## src/rtl/adder_share_arbiter.sv

```systemverilog
// adder_share_arbiter
// Time-shares one external combinational adder between N_REQ requesters.
// The arbiter picks one requester round-robin. It registers that requester's
// operands onto the adder inputs and gives the adder one full cycle to settle.
// It then registers the sum and carry and holds them on a valid/ready result
// port until the consumer accepts them.
module adder_share_arbiter #(
    parameter int N_REQ = 4,
    parameter int W     = 16,
    parameter int IDW   = 2
) (
    input  logic               clk,
    input  logic               rst,
    input  logic [N_REQ-1:0]   req_valid,
    output logic [N_REQ-1:0]   req_ready,
    input  logic [N_REQ*W-1:0] req_a,
    input  logic [N_REQ*W-1:0] req_b,
    input  logic [N_REQ-1:0]   req_cin,
    output logic [W-1:0]       add_a,
    output logic [W-1:0]       add_b,
    output logic               add_cin,
    input  logic [W-1:0]       add_sum,
    input  logic               add_cout,
    output logic               res_valid,
    input  logic               res_ready,
    output logic [W-1:0]       res_sum,
    output logic               res_cout,
    output logic [IDW-1:0]     res_id,
    output logic               busy,
    output logic [15:0]        ops_done
);

    typedef enum logic [1:0] {
        ST_IDLE = 2'd0,
        ST_EXEC = 2'd1,
        ST_DONE = 2'd2
    } state_t;

    // One extra bit so that rr_ptr + offset cannot overflow before the modulo.
    localparam int PW = IDW + 1;
    localparam logic [PW-1:0]  N_REQ_P  = PW'(N_REQ);
    localparam logic [IDW-1:0] LAST_IDX = IDW'(N_REQ - 1);

    state_t           state_reg;
    logic [IDW-1:0]   rr_ptr_reg;
    logic [IDW-1:0]   grant_id_reg;
    logic [W-1:0]     add_a_reg;
    logic [W-1:0]     add_b_reg;
    logic             add_cin_reg;
    logic             res_valid_reg;
    logic [W-1:0]     res_sum_reg;
    logic             res_cout_reg;
    logic [IDW-1:0]   res_id_reg;
    logic             busy_reg;
    logic [15:0]      ops_done_reg;

    // Unpacked views of the packed operand buses, one entry per requester.
    logic [W-1:0]     op_a_arr [N_REQ];
    logic [W-1:0]     op_b_arr [N_REQ];

    // scan_idx[k] is the requester index visited at priority position k.
    // Position 0 is rr_ptr itself.
    logic [IDW-1:0]   scan_idx [N_REQ];
    logic [N_REQ-1:0] scan_valid;

    logic             pick_found;
    logic [IDW-1:0]   pick_idx;
    logic             grant_en;
    logic [IDW-1:0]   ptr_next;

    generate
        for (genvar gi = 0; gi < N_REQ; gi++) begin : g_req
            logic [PW-1:0] wrap_sum;

            assign op_a_arr[gi] = req_a[gi*W +: W];
            assign op_b_arr[gi] = req_b[gi*W +: W];

            // rr_ptr < N_REQ and gi < N_REQ, so one conditional subtract
            // gives the modulo.
            assign wrap_sum       = {1'b0, rr_ptr_reg} + PW'(gi);
            assign scan_idx[gi]   = (wrap_sum >= N_REQ_P) ? IDW'(wrap_sum - N_REQ_P)
                                                          : wrap_sum[IDW-1:0];
            assign scan_valid[gi] = req_valid[scan_idx[gi]];
        end
    endgenerate

    // Find the first valid requester in rotated order.
    // Scanning downwards lets the lowest position win.
    always_comb begin
        pick_found = 1'b0;
        pick_idx   = '0;
        for (int k = N_REQ - 1; k >= 0; k--) begin
            if (scan_valid[k]) begin
                pick_found = 1'b1;
                pick_idx   = scan_idx[k];
            end
        end
    end

    // A grant is only offered while idle and outside reset.
    // The offer is therefore also the handshake.
    assign grant_en = (state_reg == ST_IDLE) && !rst && pick_found;
    assign ptr_next = (pick_idx == LAST_IDX) ? '0 : pick_idx + IDW'(1);

    generate
        for (genvar gi = 0; gi < N_REQ; gi++) begin : g_ready
            assign req_ready[gi] = grant_en && (pick_idx == IDW'(gi));
        end
    endgenerate

    // Sequencer: capture operands on grant, then wait one settle cycle.
    // Capture the adder result, then hold it until it is accepted.
    always_ff @(posedge clk) begin
        if (rst) begin
            state_reg     <= ST_IDLE;
            rr_ptr_reg    <= '0;
            grant_id_reg  <= '0;
            add_a_reg     <= '0;
            add_b_reg     <= '0;
            add_cin_reg   <= 1'b0;
            res_valid_reg <= 1'b0;
            res_sum_reg   <= '0;
            res_cout_reg  <= 1'b0;
            res_id_reg    <= '0;
            busy_reg      <= 1'b0;
        end else begin
            case (state_reg)
                ST_IDLE: begin
                    if (pick_found) begin
                        add_a_reg    <= op_a_arr[pick_idx];
                        add_b_reg    <= op_b_arr[pick_idx];
                        add_cin_reg  <= req_cin[pick_idx];
                        grant_id_reg <= pick_idx;
                        rr_ptr_reg   <= ptr_next;
                        busy_reg     <= 1'b1;
                        state_reg    <= ST_EXEC;
                    end
                end
                ST_EXEC: begin
                    // The adder inputs have been stable for a full cycle here.
                    res_sum_reg   <= add_sum;
                    res_cout_reg  <= add_cout;
                    res_id_reg    <= grant_id_reg;
                    res_valid_reg <= 1'b1;
                    state_reg     <= ST_DONE;
                end
                ST_DONE: begin
                    if (res_ready) begin
                        res_valid_reg <= 1'b0;
                        busy_reg      <= 1'b0;
                        state_reg     <= ST_IDLE;
                    end
                end
                default: begin
                    res_valid_reg <= 1'b0;
                    busy_reg      <= 1'b0;
                    state_reg     <= ST_IDLE;
                end
            endcase
        end
    end

    // Count accepted results; the counter wraps naturally at 16 bits.
    always_ff @(posedge clk) begin
        if (rst) begin
            ops_done_reg <= '0;
        end else if (res_valid_reg && res_ready) begin
            ops_done_reg <= ops_done_reg + 16'd1;
        end
    end

    assign add_a     = add_a_reg;
    assign add_b     = add_b_reg;
    assign add_cin   = add_cin_reg;
    assign res_valid = res_valid_reg;
    assign res_sum   = res_sum_reg;
    assign res_cout  = res_cout_reg;
    assign res_id    = res_id_reg;
    assign busy      = busy_reg;
    assign ops_done  = ops_done_reg;

endmodule
```

## config.mk

```make
export PLATFORM = sky130hd
export DESIGN_NAME = adder_share_arbiter
export DESIGN_NICKNAME = d
export VERILOG_FILES = /design/src/rtl/adder_share_arbiter.sv
export SDC_FILE = /design/constraint.sdc
export NUM_CORES = 1
export LEC_CHECK = 0
export CORE_MARGIN = 1
export CORE_UTILIZATION = 23
export DETAILED_ROUTE_END_ITERATION = 12
export PLACE_DENSITY = 0.58
export SYNTH_ARGS = -nofsm -noshare
export SYNTH_HDL_FRONTEND = slang
export SYNTH_SLANG_ARGS = --single-unit
```

## constraint.sdc

```tcl
create_clock -name clk -period 2.77 [get_ports clk]
set_input_delay 0.277 -clock clk [delete_from_list [all_inputs] [get_ports clk]]
set_output_delay 0.277 -clock clk [all_outputs]
set_load 0.005 [all_outputs]
```

==> reports/metrics.csv <==
metric,value,unit
reg2reg_depth,7,
syn_to_final_growth,77.4,%
synth_cell_types,30,
clk_pin_slew,0.06,ns
crit_required,2.49,ns
nFillCells,1522,
worstSetupStartpointType,input pin,
grt_busiest_layer,met2,
antenna_left,0,
fin_tns_setup,0,ns
clock_tree.buffer_depth,2,
grtUsageTotal,0.149,
final-seq-area,0.00152,mm2
root_buffer,clkbuf_16,
fmax,381,MHz
p_comb_frac,0.306,
die_area,0.0161,mm2
ir_drop,0.000284,V
place_congestion,0.763,
routed_wl,11800,um
synth_flop_cell,dfxtp_1,
criticalPathCategory,input pin to primary output,
numClockSinks,76,
cp-startpoint,req_valid[0],
nets,782,
die_h,127,um
critPathCapture,req_ready[3],
syn_nets,560,
drtPass1Iterations,4,
synth_edf_count,0,
rsz0062_at_grt,false,
cp.depth,7,
yosysSeqAreaShare,0.424,
hp-class,register to register,
cp_common_cell,clkdlybuf4s50_1,
critPathSlowestCell,or4_1,
row_count,45,
grt-ovfl-total,0,
outcome,"finished, final reports clean",
timing.final.crit_period,2.63,ns
maxCapViolations,0,
p_leak,2.36,nW
io_buffers,229,
cts_tree,done,
path_delay_family,simple AND/OR/NAND/NOR gates,
synthCells,402,
crit_path_max_incr_delay,0.60,ns
ys_ff_latch,76,
netSwitchingFraction,0.268,
multi_input_area,0.00189,mm2
setup_viol,0,
maxSlewViolCount,0,
regToRegSetupSlack,0.51,ns
grt_util_met2,0.278,
p_seq_frac,0.367,
met1_usage,0.151,
clk_latency,0.34,ns
route.detailed.drc,0,
vias,3754,
crit_path_cell_trace,"clkdlybuf4s50_1, nor2b_1, or4_1, nand2_4, ha_1, and2_1, clkdlybuf4s50_1",
synth_warnings,0,
crit_buf_inv,2,
syn-cell-area,0.00359,mm2
cts.htree.levels,3,
initial_core_util,0.236,
diodes,0,
pin_count,230,
grt_pass1_vias,3752,
regToRegStartpoint,rr_ptr_reg[0]$_SDFFE_PP0P_,
antenna_found_initial,0,
min_period_over_period,0.949,
cellInternalPower,2.59,mW
switchingPower,0.950,mW
powerDensity,556,mW/mm2
use_met3,0.0531,
tightest_slew,0.758,ns
hpwl,9110,um
grt_start_max_net_pins,44,
die_x,127,um
grt_first_pass_wirelength,18600,um
coreArea,0.0152,mm2
cp.arrival,2.35,ns
drt_iter0_markers,88,
numCtsBuffers,9,
crit_path_end_kind,primary output,
hold_viol_final,0,
final_util,0.419,
avgSynthCellArea,8.93,um2
async_flop_share,0,
vias_per_cell,4.60,
clock_power_share,0.326,
relSlewSlack,0.495,
skew,0.00440,ns
wire_per_inst,14.5,um
r2r_end,add_a[9]$_SDFFE_PP0P_,
cp_max_fo,3,
drive_gt1_frac,0.0478,
[Yosys cell counts, types with 2 or more instances]
library cell,count,area [um2]
inv_1,6,22.5
buf_2,2,10.0
o21ai_0,3,15.0
nor4_1,2,12.5
nand3_1,3,15.0
buf_4,5,37.5
dfxtp_1,76,1520
xor2_1,4,35.0
nand2b_1,4,25.0
ha_1,2,25.0
o221ai_1,34,298
or3_1,5,31.3
nand2_1,81,304
nor2_1,23,86.3
nand4_1,3,18.8
clkbuf_1,21,78.8
xnor2_1,8,70.1
and3_1,2,12.5
nor2b_1,5,31.3
nor3_1,7,35.0
and2_1,2,12.5
mux2i_1,66,661
a21oi_1,31,155
[per-stage QoR]
| stage | hold WS (ns) | setup slack [ns] | instances | instance area [um2] | power, mW |
|---|---|---|---|---|---|
| final | 0.454 | 0.142 | 816 | 6370 | 3.54 |
| after global routing | 0.476 | 0.0290 | 816 | 6370 | 3.74 |
| after CTS | 0.458 | 0.0964 | 816 | 6360 | 3.61 |
| after detailed placement | 0.450 | 0.0945 | 801 | 6070 | 2.42 |
| after global placement | 0.442 | 0.129 | 801 | 6070 | 2.41 |
| after floorplan | 0.413 | 0.841 | 402 | 3590 | 1.83 |
[what timing repair did]
item	in CTS	in global routing
hold buffers	0	0
endpoints found under the hold margin	0	0
endpoints found under the setup margin	0	1
resized for setup	0	1
setup buffers	0	0
[layer usage]
metal | share of wire | up-vias
met1 | 0.39 | 1732
met5 | 0 | -
met4 | 0.016 | 0
met3 | 0.080 | 12
met2 | 0.51 | 142
li1 | - | 1868
[cell families after synthesis]
kind of cell	synth area share
compound gates	0.135
xor+xnor	0.0293
fa+ha+maj	0.00697
buf+inv	0.0512
flops	0.424
mux	0.184
simple gates	0.170
[final cells by class]
cell class                 instances  area share
clock inverter                     5     0.00825
sequential                        76       0.239
timing repair buffer             241       0.378
multi-input combinational        290       0.296
tap                              188      0.0369
clock buffer                      10      0.0375
inverter                           6     0.00354
[worst min-delay path, cell delays in order, from the launching register on]
cell     delay [ns]
dfxtp_1        0.31
nand2_1        0.05
a21oi_1        0.05
[power groups by stage]
stage,Clock [mW],Sequential [mW],Combinational (mW)
after floorplan,0,1.33,0.509
after global placement,0,1.32,1.09
final,1.15,1.30,1.08
after CTS,1.20,1.30,1.10
after detailed placement,0,1.32,1.10
after global routing,1.25,1.32,1.18
[how the worst min path moves through the flow]
stage                                         from                       end  cells past startpoint
after floorplan                           add_cout     res_cout$_SDFFE_PP0P_                      2
after global placement    res_sum[11]$_SDFFE_PP0P_  res_sum[11]$_SDFFE_PP0P_                      2
after detailed placement    add_a[13]$_SDFFE_PP0P_    add_a[13]$_SDFFE_PP0P_                      2
after CTS                 res_sum[11]$_SDFFE_PP0P_  res_sum[11]$_SDFFE_PP0P_                      2
after global routing       res_sum[9]$_SDFFE_PP0P_   res_sum[9]$_SDFFE_PP0P_                      2
final                     res_sum[10]$_SDFFE_PP0P_  res_sum[10]$_SDFFE_PP0P_                      2
[cells in the final DEF (no fill, tap or decap), drive strengths merged, types with 7 or more instances in the layout]
cell type | netlist | layout
clkdlybuf4s50 | 0 | 228
nand2 | 82 | 82
dfxtp | 76 | 76
mux2i | 66 | 66
o221ai | 34 | 34
a21oi | 31 | 31
nor2 | 24 | 24
buf | 9 | 12
clkbuf | 21 | 10
xnor2 | 8 | 8
nor3 | 7 | 7
Note: power is estimated with default switching activity, not from simulation.
